<file path="src/rtl/i2s_pkg.sv">
// Shared I2S definitions: receive FSM states, channel select and the default word
// width used by both the receive and transmit controllers.
package i2s_pkg;

    localparam int unsigned I2S_WIDTH = 24;

    typedef enum logic [1:0] {IDLE, SKIP, SHIFT, PAD} rx_state_t;

    typedef enum logic {LEFT = 1'b0, RIGHT = 1'b1} chan_t;

endpackage

</file>
<file path="src/rtl/i2s_sync_edge.sv">
// N-stage synchroniser for an asynchronous pin, plus a delayed copy used to
// detect rising edges and any change of the synchronised level.
module i2s_sync_edge #(
    parameter int unsigned STAGES = 2
) (
    input  logic clk_i,
    input  logic rst_i,
    input  logic d_i,
    output logic level_o,
    output logic rise_o,
    output logic change_o
);
    import i2s_pkg::*;

    logic [STAGES-1:0] sync_q;
    logic              dly_q;

    always_ff @(posedge clk_i or posedge rst_i) begin
        if (rst_i) begin
            sync_q <= '0;
            dly_q  <= 1'b0;
        end else begin
            sync_q <= {sync_q[STAGES-2:0], d_i};
            dly_q  <= sync_q[STAGES-1];
        end
    end

    assign level_o  = sync_q[STAGES-1];
    assign rise_o   = sync_q[STAGES-1] & ~dly_q;
    assign change_o = sync_q[STAGES-1] ^ dly_q;

endmodule

</file>
<file path="src/rtl/i2s_rx.sv">
// I2S receiver: oversampled bclk/lrclk/sdata, left-then-right capture, valid/ready
// holding register. Optional peak meters enabled by defining I2S_RX_PEAK_EN.
module i2s_rx #(
    parameter int unsigned WIDTH       = i2s_pkg::I2S_WIDTH,
    parameter int unsigned SYNC_STAGES = 2
) (
    input  logic             clk,
    input  logic             rst,
    input  logic             bclk,
    input  logic             lrclk,
    input  logic             sdata,
    output logic [WIDTH-1:0] out_l,
    output logic [WIDTH-1:0] out_r,
    output logic             out_valid,
    input  logic             out_ready,
    output logic             overrun,
    output logic             frame_err
`ifdef I2S_RX_PEAK_EN
    ,
    input  logic             peak_clr,
    output logic [WIDTH-2:0] peak_l,
    output logic [WIDTH-2:0] peak_r
`endif
);
    import i2s_pkg::*;

    localparam int unsigned CW = $clog2(WIDTH + 1);

    logic bclk_rise, lr_level, lr_change, sd_level;
    logic bclk_level_unused, bclk_chg_unused, lr_rise_unused, sd_rise_unused, sd_chg_unused;

    i2s_sync_edge #(.STAGES(SYNC_STAGES)) u_sync_bclk (
        .clk_i(clk), .rst_i(rst), .d_i(bclk),
        .level_o(bclk_level_unused), .rise_o(bclk_rise), .change_o(bclk_chg_unused)
    );
    i2s_sync_edge #(.STAGES(SYNC_STAGES)) u_sync_lrclk (
        .clk_i(clk), .rst_i(rst), .d_i(lrclk),
        .level_o(lr_level), .rise_o(lr_rise_unused), .change_o(lr_change)
    );
    i2s_sync_edge #(.STAGES(SYNC_STAGES)) u_sync_sdata (
        .clk_i(clk), .rst_i(rst), .d_i(sdata),
        .level_o(sd_level), .rise_o(sd_rise_unused), .change_o(sd_chg_unused)
    );

    rx_state_t        state_q;
    chan_t            chan_q;
    logic [CW-1:0]    cnt_q;
    logic [WIDTH-2:0] shift_q;
    logic [WIDTH-1:0] stage_l_q, shift_d;
    logic             left_staged_q, frame_err_q, last_bit, complete_d;

    assign shift_d    = {shift_q, sd_level};
    assign last_bit   = (cnt_q == CW'(WIDTH - 1));
    // The right word completes a frame only when its own left word is still staged.
    assign complete_d = (state_q == SHIFT) && !lr_change && bclk_rise && last_bit
                        && (chan_q == RIGHT) && left_staged_q;

    always_ff @(posedge clk or posedge rst) begin
        if (rst) begin
            state_q       <= IDLE;
            chan_q        <= LEFT;
            cnt_q         <= '0;
            shift_q       <= '0;
            stage_l_q     <= '0;
            left_staged_q <= 1'b0;
            frame_err_q   <= 1'b0;
        end else begin
            frame_err_q <= 1'b0;
            unique case (state_q)
                IDLE: if (lr_change && !lr_level) begin
                    state_q <= SKIP;
                    chan_q  <= LEFT;
                end
                SKIP: if (bclk_rise) begin
                    cnt_q   <= '0;
                    state_q <= SHIFT;
                end
                SHIFT: if (lr_change) begin
                    frame_err_q   <= 1'b1;
                    left_staged_q <= 1'b0;
                    chan_q        <= LEFT;
                    state_q       <= lr_level ? IDLE : SKIP;
                end else if (bclk_rise) begin
                    shift_q <= shift_d[WIDTH-2:0];
                    cnt_q   <= cnt_q + 1'b1;
                    if (last_bit) begin
                        state_q <= PAD;
                        if (chan_q == LEFT) begin
                            stage_l_q     <= shift_d;
                            left_staged_q <= 1'b1;
                        end else begin
                            left_staged_q <= 1'b0;
                        end
                    end
                end
                PAD: if (lr_change) begin
                    state_q <= SKIP;
                    chan_q  <= chan_t'(~chan_q);
                end
                default: state_q <= IDLE;
            endcase
        end
    end

    logic [WIDTH-1:0] out_l_q, out_r_q;
    logic             out_valid_q, overrun_q;

    always_ff @(posedge clk or posedge rst) begin
        if (rst) begin
            out_l_q     <= '0;
            out_r_q     <= '0;
            out_valid_q <= 1'b0;
            overrun_q   <= 1'b0;
        end else begin
            overrun_q <= 1'b0;
            if (complete_d) begin
                out_l_q     <= stage_l_q;
                out_r_q     <= shift_d;
                out_valid_q <= 1'b1;
                overrun_q   <= out_valid_q && !out_ready;
            end else if (out_ready) begin
                out_valid_q <= 1'b0;
            end
        end
    end

    assign out_l     = out_l_q;
    assign out_r     = out_r_q;
    assign out_valid = out_valid_q;
    assign overrun   = overrun_q;
    assign frame_err = frame_err_q;

`ifdef I2S_RX_PEAK_EN
    function automatic logic [WIDTH-2:0] magnitude(input logic [WIDTH-1:0] x);
        logic [WIDTH-1:0] n;
        n = -x;
        if (!x[WIDTH-1]) return x[WIDTH-2:0];
        if (n[WIDTH-1])  return '1;
        return n[WIDTH-2:0];
    endfunction

    logic [WIDTH-2:0] mag_l_d, mag_r_d, peak_l_q, peak_r_q;
    assign mag_l_d = magnitude(stage_l_q);
    assign mag_r_d = magnitude(shift_d);

    always_ff @(posedge clk or posedge rst) begin
        if (rst) begin
            peak_l_q <= '0;
            peak_r_q <= '0;
        end else if (complete_d) begin
            peak_l_q <= (peak_clr || mag_l_d > peak_l_q) ? mag_l_d : peak_l_q;
            peak_r_q <= (peak_clr || mag_r_d > peak_r_q) ? mag_r_d : peak_r_q;
        end else if (peak_clr) begin
            peak_l_q <= '0;
            peak_r_q <= '0;
        end
    end

    assign peak_l = peak_l_q;
    assign peak_r = peak_r_q;
`endif

endmodule

</file>
<file path="config.mk">
export PLATFORM = sky130hd
export DESIGN_NAME = i2s_rx
export DESIGN_NICKNAME = d
export VERILOG_FILES = /design/src/rtl/i2s_pkg.sv /design/src/rtl/i2s_sync_edge.sv /design/src/rtl/i2s_rx.sv
export SDC_FILE = /design/constraint.sdc
export NUM_CORES = 1
export LEC_CHECK = 0
export ABC_AREA = 1
export ABC_CLOCK_PERIOD_IN_PS = 4400
export BUFFER_PORTS_ARGS = -buffer_cell sky130_fd_sc_hd__buf_2
export CAP_MARGIN = 20
export CORE_ASPECT_RATIO = 1.25
export CORE_MARGIN = 1
export CORE_UTILIZATION = 58
export DETAILED_ROUTE_END_ITERATION = 16
export PLACE_DENSITY = 0.91
export SETUP_SLACK_MARGIN = 0.2
export SYNTH_ARGS = -nofsm -noshare
export SYNTH_HDL_FRONTEND = slang
export SYNTH_SLANG_ARGS = --single-unit
</file>
<file path="constraint.sdc">
create_clock -name clk -period 4.4 [get_ports clk]
set_input_delay 0.66 -clock clk [delete_from_list [all_inputs] [get_ports clk]]
set_output_delay 0.66 -clock clk [all_outputs]
set_load 0.05 [all_outputs]
</file>
==> insert_results.sql, run 1 <==
INSERT INTO impl_metrics (metric_group, metric, value, unit) VALUES
('min_path', 'worst_hold_path_type', 'input port to async pin', ''),
('setup_path', 'slowest_cp_cell', 'sky130_fd_sc_hd__nand3_2', ''),
('setup_path', 'critical_path.startpoint', 'state_q[0]', ''),
('cts', 'cts.hold.buffers_added', '0', ''),
('layout', 'post-route-cell-area', '0.00564', 'sq mm'),
('synth', 'async_flop_share', '1.00', ''),
('global_route', 'grt_usage', '0.258', ''),
('timing', 'grt_setup_unrepaired', 'false', ''),
('place', 'finalWeightedCongestion', '0.786', ''),
('power', 'p_leak', '3.23', 'nW'),
('synth', 'netlist_top_cells_area', 'sky130_fd_sc_hd__dfrtp_1 60%, sky130_fd_sc_hd__nand2_1 16%, sky130_fd_sc_hd__nand4_1 9.5%, sky130_fd_sc_hd__o21ai_0 3.3%, sky130_fd_sc_hd__buf_2 2.0%', ''),
('power', 'max-vdd-ir-drop', '0.352', 'mV'),
('run_status', 'status', 'finished clean', ''),
('timing', 'finalCritPeriodShare', '0.717', ''),
('setup_path', 'critPathMaxFanout', '50', ''),
('cts', 'cts-htree-levels', '4', ''),
('synth', 'primary_flip_flop_cell_chosen_by_synthesis_mapping', 'sky130_fd_sc_hd__dfrtp_1', ''),
('place', 'dp.cells', '641', ''),
('global_route', 'grt_start_max_net_pins', '89', ''),
('cts', 'clock-root-buffer', 'sky130_fd_sc_hd__clkbuf_8', ''),
('setup_path', 'cp_cell_sequence', 'inv_1 -> ha_1 -> nand2_2 -> nor2_8 -> nand3_2 -> nand2_1 -> nand2_1', ''),
('die', 'floorplan.initialDensity', '0.608', ''),
('synth', 'library_cells_used_by_synthesis', '21', ''),
('synth', 'synth-edff-count', '0', ''),
('synth', 'yosysTopAreaCellShare', '0.597', ''),
('global_route', 'first_global_vias', '3788', ''),
('timing', 'worst_slew_pin_slew', '1.01', 'ns'),
('timing', 'setup_slack', '1.25', 'ns'),
('synth', 'synth.most_common_cell', 'sky130_fd_sc_hd__nand2_1', ''),
('place', 'postPlaceCellArea', '0.00506', 'sq mm'),
('timing', 'finalHoldViolations', '0', ''),
('drt', 'drt-pass1-iter-count', '7', ''),
('layout', 'final_net_count', '579', ''),
('cts', 'cts-resized-gates', '0', ''),
('synth', 'postSynthNetCount', '535', ''),
('cts', 'cts.clk_slew.worst_paths', '0.05', 'ns'),
('drt', 'dr.first_iter.drc_count', '449', ''),
('layout', 'post-route-util', '0.711', ''),
('die', 'die_w', '83.5', 'um'),
('drt', 'routed_via_density', '5.75', ''),
('synth', 'post-synth-top-area-cell', 'sky130_fd_sc_hd__dfrtp_1', ''),
('timing', 'setup_viol_count_final', '0', ''),
('global_route', 'initial_antenna_violation_count', '0', ''),
('setup_path', 'critPathLaunchType', 'flop', ''),
('synth', 'synth_area_per_inst', '9.23', 'sq um'),
('die', 'io_pins', '57', ''),
('setup_path', 'criticalPathCategory', 'flop to flop', ''),
('layout', 'fillerInstances', '556', ''),
('timing', 'max_slew_margin', '0.323', ''),
('timing', 'worst_clock_skew', '0.00692', 'ns'),
('power', 'cellPowerDensity', '462', 'mW/mm^2'),
('setup_path', 'worst_ep_required_time', '4.79', 'ns'),
('drt', 'ant_nets_after_route', '0', ''),
('cts', 'clkSinkCount', '115', ''),
('setup_path', 'crit_path_end_kind', 'flop', ''),
('place', 'buffer_ports.inserted', '56', ''),
('run', 'max_cap_viol_count', '0', ''),
('synth', 'synth-seq-area-share', '0.597', ''),
('synth', 'synth.ff_latch_count', '115', ''),
('cts', 'cts-buffers-inserted', '17', ''),
('die', 'fp.coreArea', '0.00793', 'sq mm'),
('synth', 'synth.top_cells.by_count', '211 x sky130_fd_sc_hd__nand2_1, 115 x sky130_fd_sc_hd__dfrtp_1, 73 x sky130_fd_sc_hd__nand4_1, 32 x sky130_fd_sc_hd__o21ai_0', ''),
('timing', 'hold_ws', '0.0804', 'ns'),
('drt', 'number_of_remaining_drc_errors', '0', ''),
('layout', 'stdcell_count', '672', ''),
('cts', 'bufs_on_longest_clock_path', '2', ''),
('layout', 'final_layout_size_suffix_gt1_frac', '0.166', ''),
('layout', 'area.growth.synth_to_final', '17.0', '%'),
('place', 'dpl.hpwl', '5880', 'um'),
('setup_path', 'timing.critical_path.mode_cell', 'sky130_fd_sc_hd__nand2_1', ''),
('place', 'detailedPlace.worstSlack', '1.25', 'ns');
==> layer usage <==
layer | up-vias | GRT usage | share of wire | routed length (um)
li1 | 1829 | - | - | -
met1 | 1845 | 0.319 | 0.41 | 4150
met2 | 161 | 0.407 | 0.51 | 5140
met3 | 28 | 0.0841 | 0.060 | 613
met4 | 0 | 0.131 | 0.024 | 243
met5 | - | 0 | 0 | 0
==> state kept, by name, summed over array words and instances (netlist names) <==
signal,count
frame_err,1
u_sync_bclk.dly_q,1
cnt_q,5
u_sync_lrclk.dly_q,1
out_l,24
out_valid,1
u_sync_sdata.sync_q,2
chan_q,1
left_staged_q,1
shift_q,23
u_sync_bclk.sync_q,2
out_r,24
overrun,1
u_sync_lrclk.sync_q,2
stage_l_q,24
state_q,2
==> worst paths after layout <==
check / to / slack [ns] / depth (start not counted)
worst max-delay path: out_r[13] / 1.25 / 7
worst min-delay path: stage_l_q[2] / 0.08 / 2
worst max register to register: out_r[13] / 1.25 / 7
worst min register to register: u_sync_bclk.sync_q[1] / 0.35 / 0
max in group asynchronous: out_r[8] / 3.68 / 3
min in group clk: u_sync_bclk.sync_q[0] / 0.24 / 1
==> power by group <==
group / switching [mW] / internal [mW]
Clock: 0.429 / 0.811
Sequential: 0.0340 / 1.09
Combinational: 0.176 / 0.0578
Total: 0.639 / 1.96
==> cell type report <==
cell class	count	area [sq um]	area share
sequential	115	2880	0.511
multi-input combinational	351	1680	0.298
clock buffer	25	494	0.0877
timing repair buffer	61	338	0.0599
tap	95	119	0.0211
inverter	20	77.6	0.0138
clock inverter	5	50.0	0.00888
==> cell usage in the layout (no fill, tap or decap), types with 6 or more instances in the layout <==
cell type                   instances
sky130_fd_sc_hd__inv_1             18
sky130_fd_sc_hd__nor2_1             9
sky130_fd_sc_hd__clkbuf_8           6
sky130_fd_sc_hd__o21ai_0           32
sky130_fd_sc_hd__ha_1               7
sky130_fd_sc_hd__buf_2             56
sky130_fd_sc_hd__nand3_1           10
sky130_fd_sc_hd__nand2_1          211
sky130_fd_sc_hd__dfrtp_1          115
sky130_fd_sc_hd__clkbuf_16         16
sky130_fd_sc_hd__nand4_1           73
==> critical path: cells and delay by family (launching register included) <==
kind,cells,cell delay (ns)
fa+ha+maj,1,0.29
buf+inv,1,0.10
flops,1,0.40
simple gates,5,2.21
==> cells by family (layout without fill, tap and decap cells) <==
logic type      count (synthesis)  count (layout)  synth area share
compound gates                 34              34            0.0358
fa+ha+maj                       7               7            0.0182
flops                         115             115             0.597
simple gates                  310             310             0.293
buf+inv                        56             111            0.0556
(Power assumes the default switching activity.)
==> inputs of run 2 (changes only) <==
--- a/config.mk
+++ b/config.mk
@@ -6,14 +6,14 @@
 export NUM_CORES = 1
 export LEC_CHECK = 0
 export ABC_AREA = 1
-export ABC_CLOCK_PERIOD_IN_PS = 4400
+export ABC_CLOCK_PERIOD_IN_PS = 2900
 export BUFFER_PORTS_ARGS = -buffer_cell sky130_fd_sc_hd__buf_2
 export CAP_MARGIN = 20
 export CORE_ASPECT_RATIO = 1.25
 export CORE_MARGIN = 1
-export CORE_UTILIZATION = 58
+export CORE_UTILIZATION = 52
 export DETAILED_ROUTE_END_ITERATION = 16
-export PLACE_DENSITY = 0.91
+export PLACE_DENSITY = 0.87
 export SETUP_SLACK_MARGIN = 0.2
 export SYNTH_ARGS = -nofsm -noshare
 export SYNTH_HDL_FRONTEND = slang
==> constraint.sdc (replaced) <==
create_clock -name clk -period 2.9 [get_ports clk]
set_input_delay 0.435 -clock clk [delete_from_list [all_inputs] [get_ports clk]]
set_output_delay 0.435 -clock clk [all_outputs]
set_load 0.05 [all_outputs]
==> run 2 against run 1 <==
Non-clock buffer count grew 6. Global-route usage down 2.3 points. Clock-buffer cell count is 4 lower. Die area is 11% higher. Sequential cell count did not move. Sequential power rose by 51%. Final area rose by 1.2%. Critical path depth grew 1. Combinational power up 59%. Worst hold slack got worse by 0.060 ns. Critical endpoint unchanged.
==> insert_results.sql, run 2 (synthesized netlist as in run 1, its figures left out) <==
INSERT INTO impl_metrics (metric_group, metric, value, unit) VALUES
('run_status', 'status', 'finished clean', ''),
('setup_path', 'critical_path_arrival', '2.70', 'ns'),
('power', 'power_switching', '1.01', 'mW'),
('die', 'die_w', '88.1', 'um'),
('layout', 'final_layout_size_suffix_gt1_frac', '0.174', ''),
('die', 'rows', '38', ''),
('min_path', 'endpoint_of_the_worst_hold_timing_path', 'u_sync_sdata.sync_q[0]', ''),
('cts', 'worst_skew_late_latency', '0.52', 'ns'),
('layout', 'leading_cell_type_in_the_layout_fill_and_taps_excluded', 'sky130_fd_sc_hd__nand2_1', ''),
('layout', 'seqCellArea', '0.00288', 'sq mm'),
('global_route', 'grt-ovfl-total', '0', ''),
('cts', 'clkSinkCount', '115', ''),
('cts', 'cts-resized-gates', '0', ''),
('timing', 'timing.fmax', '436', 'MHz'),
('setup_path', 'critPathMaxFanout', '35', ''),
('timing', 'finalCritPeriodShare', '0.791', ''),
('die', 'floorplan.initialDensity', '0.545', ''),
('power', 'p_leak', '3.24', 'nW'),
('timing', 'hold_ws', '0.0203', 'ns'),
('timing', 'setup_viol_count_final', '0', ''),
('die', 'floorplan.die.height', '110', 'um'),
('cts', 'cts-buffers-inserted', '17', ''),
('place', 'buffer_ports.inserted', '56', ''),
('global_route', 'grt_usage', '0.235', ''),
('setup_path', 'criticalPathCategory', 'flop to flop', ''),
('drt', 'number_of_remaining_drc_errors', '0', ''),
('layout', 'area.growth.synth_to_final', '18.4', '%'),
('layout', 'multi_input_comb_area', '0.00168', 'sq mm'),
('cts', 'tritoncts', 'yes', ''),
('layout', 'final_net_count', '585', ''),
('setup_path', 'regToRegStartpoint', 'state_q[0]', ''),
('drt', 'avgRoutedWirePerCell', '14.4', 'um'),
('drt', 'ant_nets_after_route', '0', ''),
('power', 'max-vdd-ir-drop', '0.491', 'mV'),
('cts', 'cts-htree-levels', '4', ''),
('timing', 'finalSetupTns', '0', 'ns'),
('setup_path', 'worst-r2r-cell-count', '8', ''),
('timing', 'worst_slew_pin_slew', '0.587', 'ns'),
('timing', 'max_slew_margin', '0.608', ''),
('layout', 'antenna_cells_inserted', '0', ''),
('die', 'die_area', '0.00966', 'sq mm'),
('global_route', 'initial_antenna_violation_count', '0', ''),
('power', 'p_int', '2.90', 'mW'),
('drt', 'drt-pass1-iter-count', '5', ''),
('timing', 'worst_clock_skew', '0.00764', 'ns'),
('die', 'io_pins', '57', ''),
('power', 'cellPowerDensity', '685', 'mW/mm^2'),
('min_path', 'whs_path_depth', '1', ''),
('min_path', 'hold_path_startpoint', 'sdata', ''),
('drt', 'dr.first_iter.drc_count', '366', ''),
('power', 'sw_frac_of_total', '0.259', ''),
('setup_path', 'rr_endpoint', 'out_r[13]', ''),
('power', 'clock_power_share', '0.468', ''),
('cts', 'cts.clk_slew.worst_paths', '0.06', 'ns'),
('layout', 'fillerInstances', '707', ''),
('setup_path', 'r2r_slack', '0.61', 'ns'),
('cts', 'bufs_on_longest_clock_path', '2', ''),
('power', 'power.share.sequential', '0.437', ''),
('place', 'finalWeightedCongestion', '0.763', ''),
('run', 'max_cap_viol_count', '0', ''),
('min_path', 'worst_hold_path_type', 'input port to flop', ''),
('layout', 'mostFrequentLayoutCells', '211 x sky130_fd_sc_hd__nand2_1, 115 x sky130_fd_sc_hd__dfrtp_1, 73 x sky130_fd_sc_hd__nand4_1, 56 x sky130_fd_sc_hd__buf_2, 32 x sky130_fd_sc_hd__o21ai_0', ''),
('global_route', 'grt_start_max_net_pins', '116', ''),
('drt', 'detail_route.wirelength', '10200', 'um'),
('setup_path', 'worst_ep_required_time', '3.30', 'ns'),
('timing', 'timing_max_transition_violations_final', '0', ''),
('die', 'fp.coreArea', '0.00884', 'sq mm'),
('power', 'share_comb_of_total_power', '0.095', ''),
('setup_path', 'crit_path_end_kind', 'flop', ''),
('timing', 'grt_setup_unrepaired', 'false', ''),
('drt', 'routed_via_density', '5.49', ''),
('global_route', 'first_global_vias', '3725', ''),
('cts', 'postCtsSetupBuffers', '0', ''),
('setup_path', 'critPathLaunchType', 'flop', ''),
('timing', 'final.min_clock_period', '2.29', 'ns'),
('cts', 'clock-root-buffer', 'sky130_fd_sc_hd__clkbuf_8', ''),
('place', 'dpl.hpwl', '6130', 'um'),
('drt', 'vias', '3871', ''),
('timing', 'finalHoldViolations', '0', ''),
('global_route', 'first_pass_grt_wire_length', '17100', 'um');
==> run 2: cell count changes in the layout (fill, tap and decap cells not counted) <==
cell                            change
sky130_fd_sc_hd__buf_12             +2
sky130_fd_sc_hd__buf_16             -1
sky130_fd_sc_hd__buf_4              +3
sky130_fd_sc_hd__clkbuf_8           -4
sky130_fd_sc_hd__clkinv_2           +3
sky130_fd_sc_hd__clkinvlp_4         +4
sky130_fd_sc_hd__dlygate4sd3_1      +2
sky130_fd_sc_hd__inv_4              -1
==> run 2: how the worst max path moves through the flow <==
| stage | startpoint | end | slack [ns] | cells past startpoint |
|---|---|---|---|---|
| 3_5_place_dp | state_q[0] | out_r[13] | 0.63 | 8 |
| 3_3_place_gp | state_q[0] | out_r[8] | 0.78 | 8 |
| 2_1_floorplan | rst | chan_q | 1.07 | 1 |
| 4_1_cts | state_q[0] | out_r[13] | 0.58 | 8 |
| 5_1_grt | state_q[0] | out_r[13] | 0.41 | 8 |
| 6_report | state_q[0] | out_r[13] | 0.61 | 8 |
==> run 2: power groups by stage <==
stage,Sequential [mW],Clock [mW],Combinational [mW]
after global routing,1.72,1.92,0.407
after floorplan,1.73,0,0.260
after global placement,1.73,0,0.323
after detailed placement,1.73,0,0.355
final,1.71,1.83,0.371
after CTS,1.71,1.85,0.363
==> run 2: per-layer routing <==
metal | track usage | routed length [um] | part of all wire | up-vias
met2 | 0.382 | 5280 | 0.52 | 116
met3 | 0.0661 | 443 | 0.044 | 25
li1 | - | - | - | 1842
met1 | 0.284 | 4230 | 0.42 | 1888
met4 | 0.123 | 226 | 0.022 | 0
met5 | 0 | 0 | 0 | -
==> run 2: layout make-up <==
cell class,instances,share of cell area
Timing Repair Buffer,67,0.0689
Clock inverter,11,0.0154
Clock buffer,21,0.0770
Tap cell,120,0.0263
Multi-Input combinational cell,351,0.294
Inverter,20,0.0138
Sequential cell,115,0.504
==> run 2: through the flow <==
step                      utilization  instances  area [sq um]  power [mW]  setup slack [ns]
after floorplan                     -        522          4820        1.99              1.07
after global placement          0.583        671          5160        2.06             0.783
after detailed placement        0.583        671          5160        2.09             0.626
after CTS                       0.645        705          5710        3.92             0.579
after global routing            0.645        705          5710        4.05             0.405
final                           0.645        705          5710        3.91             0.608
==> run 2: worst max-delay path, stage by stage (launching register included) <==
cell                      delay [ns]
sky130_fd_sc_hd__dfrtp_1        0.41
sky130_fd_sc_hd__inv_1          0.10
sky130_fd_sc_hd__ha_1           0.30
sky130_fd_sc_hd__nand2_2        0.35
sky130_fd_sc_hd__nor2_8         0.25
sky130_fd_sc_hd__nand3_2        0.32
sky130_fd_sc_hd__buf_12         0.29
sky130_fd_sc_hd__nand2_1        0.07
sky130_fd_sc_hd__nand2_1        0.06
==> run 2: repair_timing <==
action | 4_1_cts | 5_1_grt
endpoints found under the setup margin | 0 | 0
hold buffers | 2 | 0
endpoints found under the hold margin | 2 | 0
==> inputs of run 3 (changes only) <==
--- a/config.mk
+++ b/config.mk
@@ -6,7 +6,7 @@
 export NUM_CORES = 1
 export LEC_CHECK = 0
 export ABC_AREA = 1
-export ABC_CLOCK_PERIOD_IN_PS = 2900
+export ABC_CLOCK_PERIOD_IN_PS = 2080
 export BUFFER_PORTS_ARGS = -buffer_cell sky130_fd_sc_hd__buf_2
 export CAP_MARGIN = 20
 export CORE_ASPECT_RATIO = 1.25
==> constraint.sdc (replaced) <==
create_clock -name clk -period 2.08 [get_ports clk]
set_input_delay 0.312 -clock clk [delete_from_list [all_inputs] [get_ports clk]]
set_output_delay 0.312 -clock clk [all_outputs]
set_load 0.05 [all_outputs]
==> run 3 against run 2 <==
Worst hold slack improved by 0.32 ns. Clock-buffer cell count rose by 4. Cell count grew 0.99%. Largest power group unchanged.
==> insert_results.sql, run 3 (synthesized netlist as in run 1, its figures left out) <==
INSERT INTO impl_metrics (metric_group, metric, value, unit) VALUES
('global_route', 'globalRouteMet3Util', '0.0691', ''),
('cts', 'tritoncts', 'yes', ''),
('global_route', 'grt_start_max_net_pins', '116', ''),
('power', 'max-vdd-ir-drop', '0.556', 'mV'),
('cts', 'bufs_on_longest_clock_path', '2', ''),
('place', 'buffer_ports.inserted', '56', ''),
('layout', 'final_net_count', '594', ''),
('timing', 'worst_clock_skew', '0.00795', 'ns'),
('global_route', 'first_pass_grt_wire_length', '17500', 'um'),
('die', 'rows', '38', ''),
('run', 'max_cap_viol_count', '0', ''),
('global_route', 'groute.layer.met1.usage', '0.296', ''),
('cts', 'worst_skew_late_latency', '0.52', 'ns'),
('drt', 'avgRoutedWirePerCell', '14.7', 'um'),
('setup_path', 'regToRegStartpoint', 'cnt_q[0]', ''),
('global_route', 'busiest_layer', 'met2', ''),
('timing', 'setup_viol_count_final', '0', ''),
('global_route', 'first_global_vias', '3748', ''),
('setup_path', 'critPathLaunchType', 'flop', ''),
('setup_path', 'rr_endpoint', 'stage_l_q[0]', ''),
('cts', 'clock-root-buffer', 'sky130_fd_sc_hd__clkbuf_8', ''),
('global_route', 'initial_antenna_violation_count', '0', ''),
('layout', 'stdcell_count', '712', ''),
('setup_path', 'critical_path_arrival', '2.17', 'ns'),
('place', 'dp.cells', '675', ''),
('setup_path', 'critical_path.startpoint', 'cnt_q[0]', ''),
('drt', 'detail_route.wirelength', '10500', 'um'),
('timing', 'finalCritPeriodShare', '0.854', ''),
('setup_path', 'worst_ep_required_time', '2.47', 'ns'),
('setup_path', 'r2r_slack', '0.30', 'ns'),
('cts', 'cts-htree-levels', '4', ''),
('min_path', 'worst_hold_path_type', 'flop to flop', ''),
('setup_path', 'criticalPathCategory', 'flop to flop', ''),
('place', 'finalWeightedCongestion', '0.836', ''),
('global_route', 'grt-ovfl-total', '0', ''),
('global_route', 'grt_usage', '0.242', ''),
('timing', 'timing.fmax', '563', 'MHz'),
('layout', 'antenna_cells_inserted', '0', ''),
('drt', 'dr.first_iter.drc_count', '332', ''),
('setup_path', 'critPathMaxFanout', '25', ''),
('cts', 'clkSinkCount', '115', ''),
('timing', 'final.min_clock_period', '1.78', 'ns'),
('drt', 'number_of_remaining_drc_errors', '0', ''),
('layout', 'fillerInstances', '665', ''),
('timing', 'timing_max_transition_violations_final', '0', ''),
('drt', 'vias', '3981', ''),
('layout', 'final_layout_size_suffix_gt1_frac', '0.181', ''),
('drt', 'drt-pass1-iter-count', '5', ''),
('global_route', 'gr_util_met2', '0.392', ''),
('timing', 'max_slew_margin', '0.598', ''),
('die', 'io_pins', '57', ''),
('layout', 'area.growth.synth_to_final', '20.8', '%'),
('cts', 'cts.clk_slew.worst_paths', '0.05', 'ns'),
('layout', 'leading_cell_type_in_the_layout_fill_and_taps_excluded', 'sky130_fd_sc_hd__nand2_1', ''),
('timing', 'finalSetupTns', '0', 'ns'),
('setup_path', 'crit_path_end_kind', 'flop', ''),
('drt', 'routed_via_density', '5.59', ''),
('die', 'die_area', '0.00966', 'sq mm'),
('setup_path', 'critPathCapture', 'stage_l_q[0]', ''),
('power', 'p_leak', '3.30', 'nW'),
('die', 'floorplan.die.height', '110', 'um'),
('cts', 'cts-buffers-inserted', '17', ''),
('place', 'dpl.hpwl', '6290', 'um'),
('timing', 'grt_setup_unrepaired', 'false', ''),
('timing', 'worst_slew_pin_slew', '0.602', 'ns'),
('power', 'cellPowerDensity', '952', 'mW/mm^2'),
('layout', 'mostFrequentLayoutCells', '211 x sky130_fd_sc_hd__nand2_1, 115 x sky130_fd_sc_hd__dfrtp_1, 73 x sky130_fd_sc_hd__nand4_1, 56 x sky130_fd_sc_hd__buf_2, 32 x sky130_fd_sc_hd__o21ai_0', ''),
('setup_path', 'worst-r2r-cell-count', '7', ''),
('die', 'fp.coreArea', '0.00884', 'sq mm'),
('timing', 'finalHoldViolations', '0', ''),
('die', 'die_w', '88.1', 'um'),
('run_status', 'status', 'finished clean', ''),
('die', 'floorplan.initialDensity', '0.545', ''),
('drt', 'ant_nets_after_route', '0', '');
-- run 3: cell types whose count changed in the layout (fill, tap and decap cells not counted) --
cell | before | now
sky130_fd_sc_hd__clkinvlp_4 | 4 | 1
sky130_fd_sc_hd__buf_12 | 2 | 3
sky130_fd_sc_hd__ha_1 | 7 | 6
sky130_fd_sc_hd__ha_2 | 0 | 1
sky130_fd_sc_hd__clkinv_2 | 7 | 4
sky130_fd_sc_hd__buf_6 | 0 | 2
sky130_fd_sc_hd__dlygate4sd3_1 | 2 | 5
sky130_fd_sc_hd__clkbuf_8 | 2 | 6
sky130_fd_sc_hd__buf_4 | 7 | 10
-- run 3: routing by layer --
layer  routed length [um]  part of all wire  up-vias
li1                     -                 -     1858
met1                 4270              0.41     1921
met2                 5340              0.51      171
met3                  583             0.056       31
met4                  263             0.025        0
met5                    0                 0        -
-- run 3: cell type report --
type / instances / area, sq um / share of cell area
Clock buffer: 25 / 494 / 0.0849
Clock inverter: 5 / 50.0 / 0.00860
Inverter: 20 / 78.8 / 0.0135
Multi-Input combinational cell: 351 / 1680 / 0.289
Sequential cell: 115 / 2880 / 0.494
Tap cell: 120 / 150 / 0.0258
Timing Repair Buffer: 76 / 488 / 0.0838
-- run 3: how the worst min path moves through the flow --
stage                           startpoint                     end  slack [ns]  depth (start not counted)
finish              u_sync_lrclk.sync_q[0]  u_sync_lrclk.sync_q[1]        0.35                          0
global route        u_sync_sdata.sync_q[0]  u_sync_sdata.sync_q[1]        0.36                          0
CTS                 u_sync_lrclk.sync_q[0]  u_sync_lrclk.sync_q[1]        0.35                          0
detailed placement  u_sync_lrclk.sync_q[0]  u_sync_lrclk.sync_q[1]        0.33                          0
global placement    u_sync_sdata.sync_q[0]  u_sync_sdata.sync_q[1]        0.33                          0
floorplan            u_sync_bclk.sync_q[0]   u_sync_bclk.sync_q[1]        0.33                          0
-- run 3: critical path, cell delays in order, from the launching register on --
cell                      delay, ns
sky130_fd_sc_hd__dfrtp_1       0.41
sky130_fd_sc_hd__ha_1          0.22
sky130_fd_sc_hd__nand2_1       0.13
sky130_fd_sc_hd__nor3_4        0.17
sky130_fd_sc_hd__buf_4         0.17
sky130_fd_sc_hd__nand3_4       0.27
sky130_fd_sc_hd__nand2_1       0.17
sky130_fd_sc_hd__nand2_1       0.09
-- run 3: per-stage QoR --
stage | setup slack (ns) | instance area [sq um] | power (mW) | hold slack [ns] | utilization
floorplan | 0.369 | 4820 | 2.77 | 0.331 | -
global placement | 0.394 | 5200 | 2.87 | 0.333 | 0.588
detailed placement | 0.322 | 5200 | 2.91 | 0.335 | 0.588
CTS | 0.270 | 5800 | 5.56 | 0.347 | 0.655
global route | 0.200 | 5820 | 5.75 | 0.356 | 0.658
finish | 0.303 | 5820 | 5.54 | 0.345 | 0.658
-- run 3: timing repair --
item	CTS	global route
resized for setup	0	3
setup buffers	0	2
endpoints found under the setup margin	0	74
endpoints found under the hold margin	106	0
hold buffers	5	0
-- run 3: where the power goes --
part,switching (mW),total (mW),internal [mW]
combinational,0.365,0.508,0.142
clock,0.926,2.64,1.72
sequential,0.0731,2.39,2.32
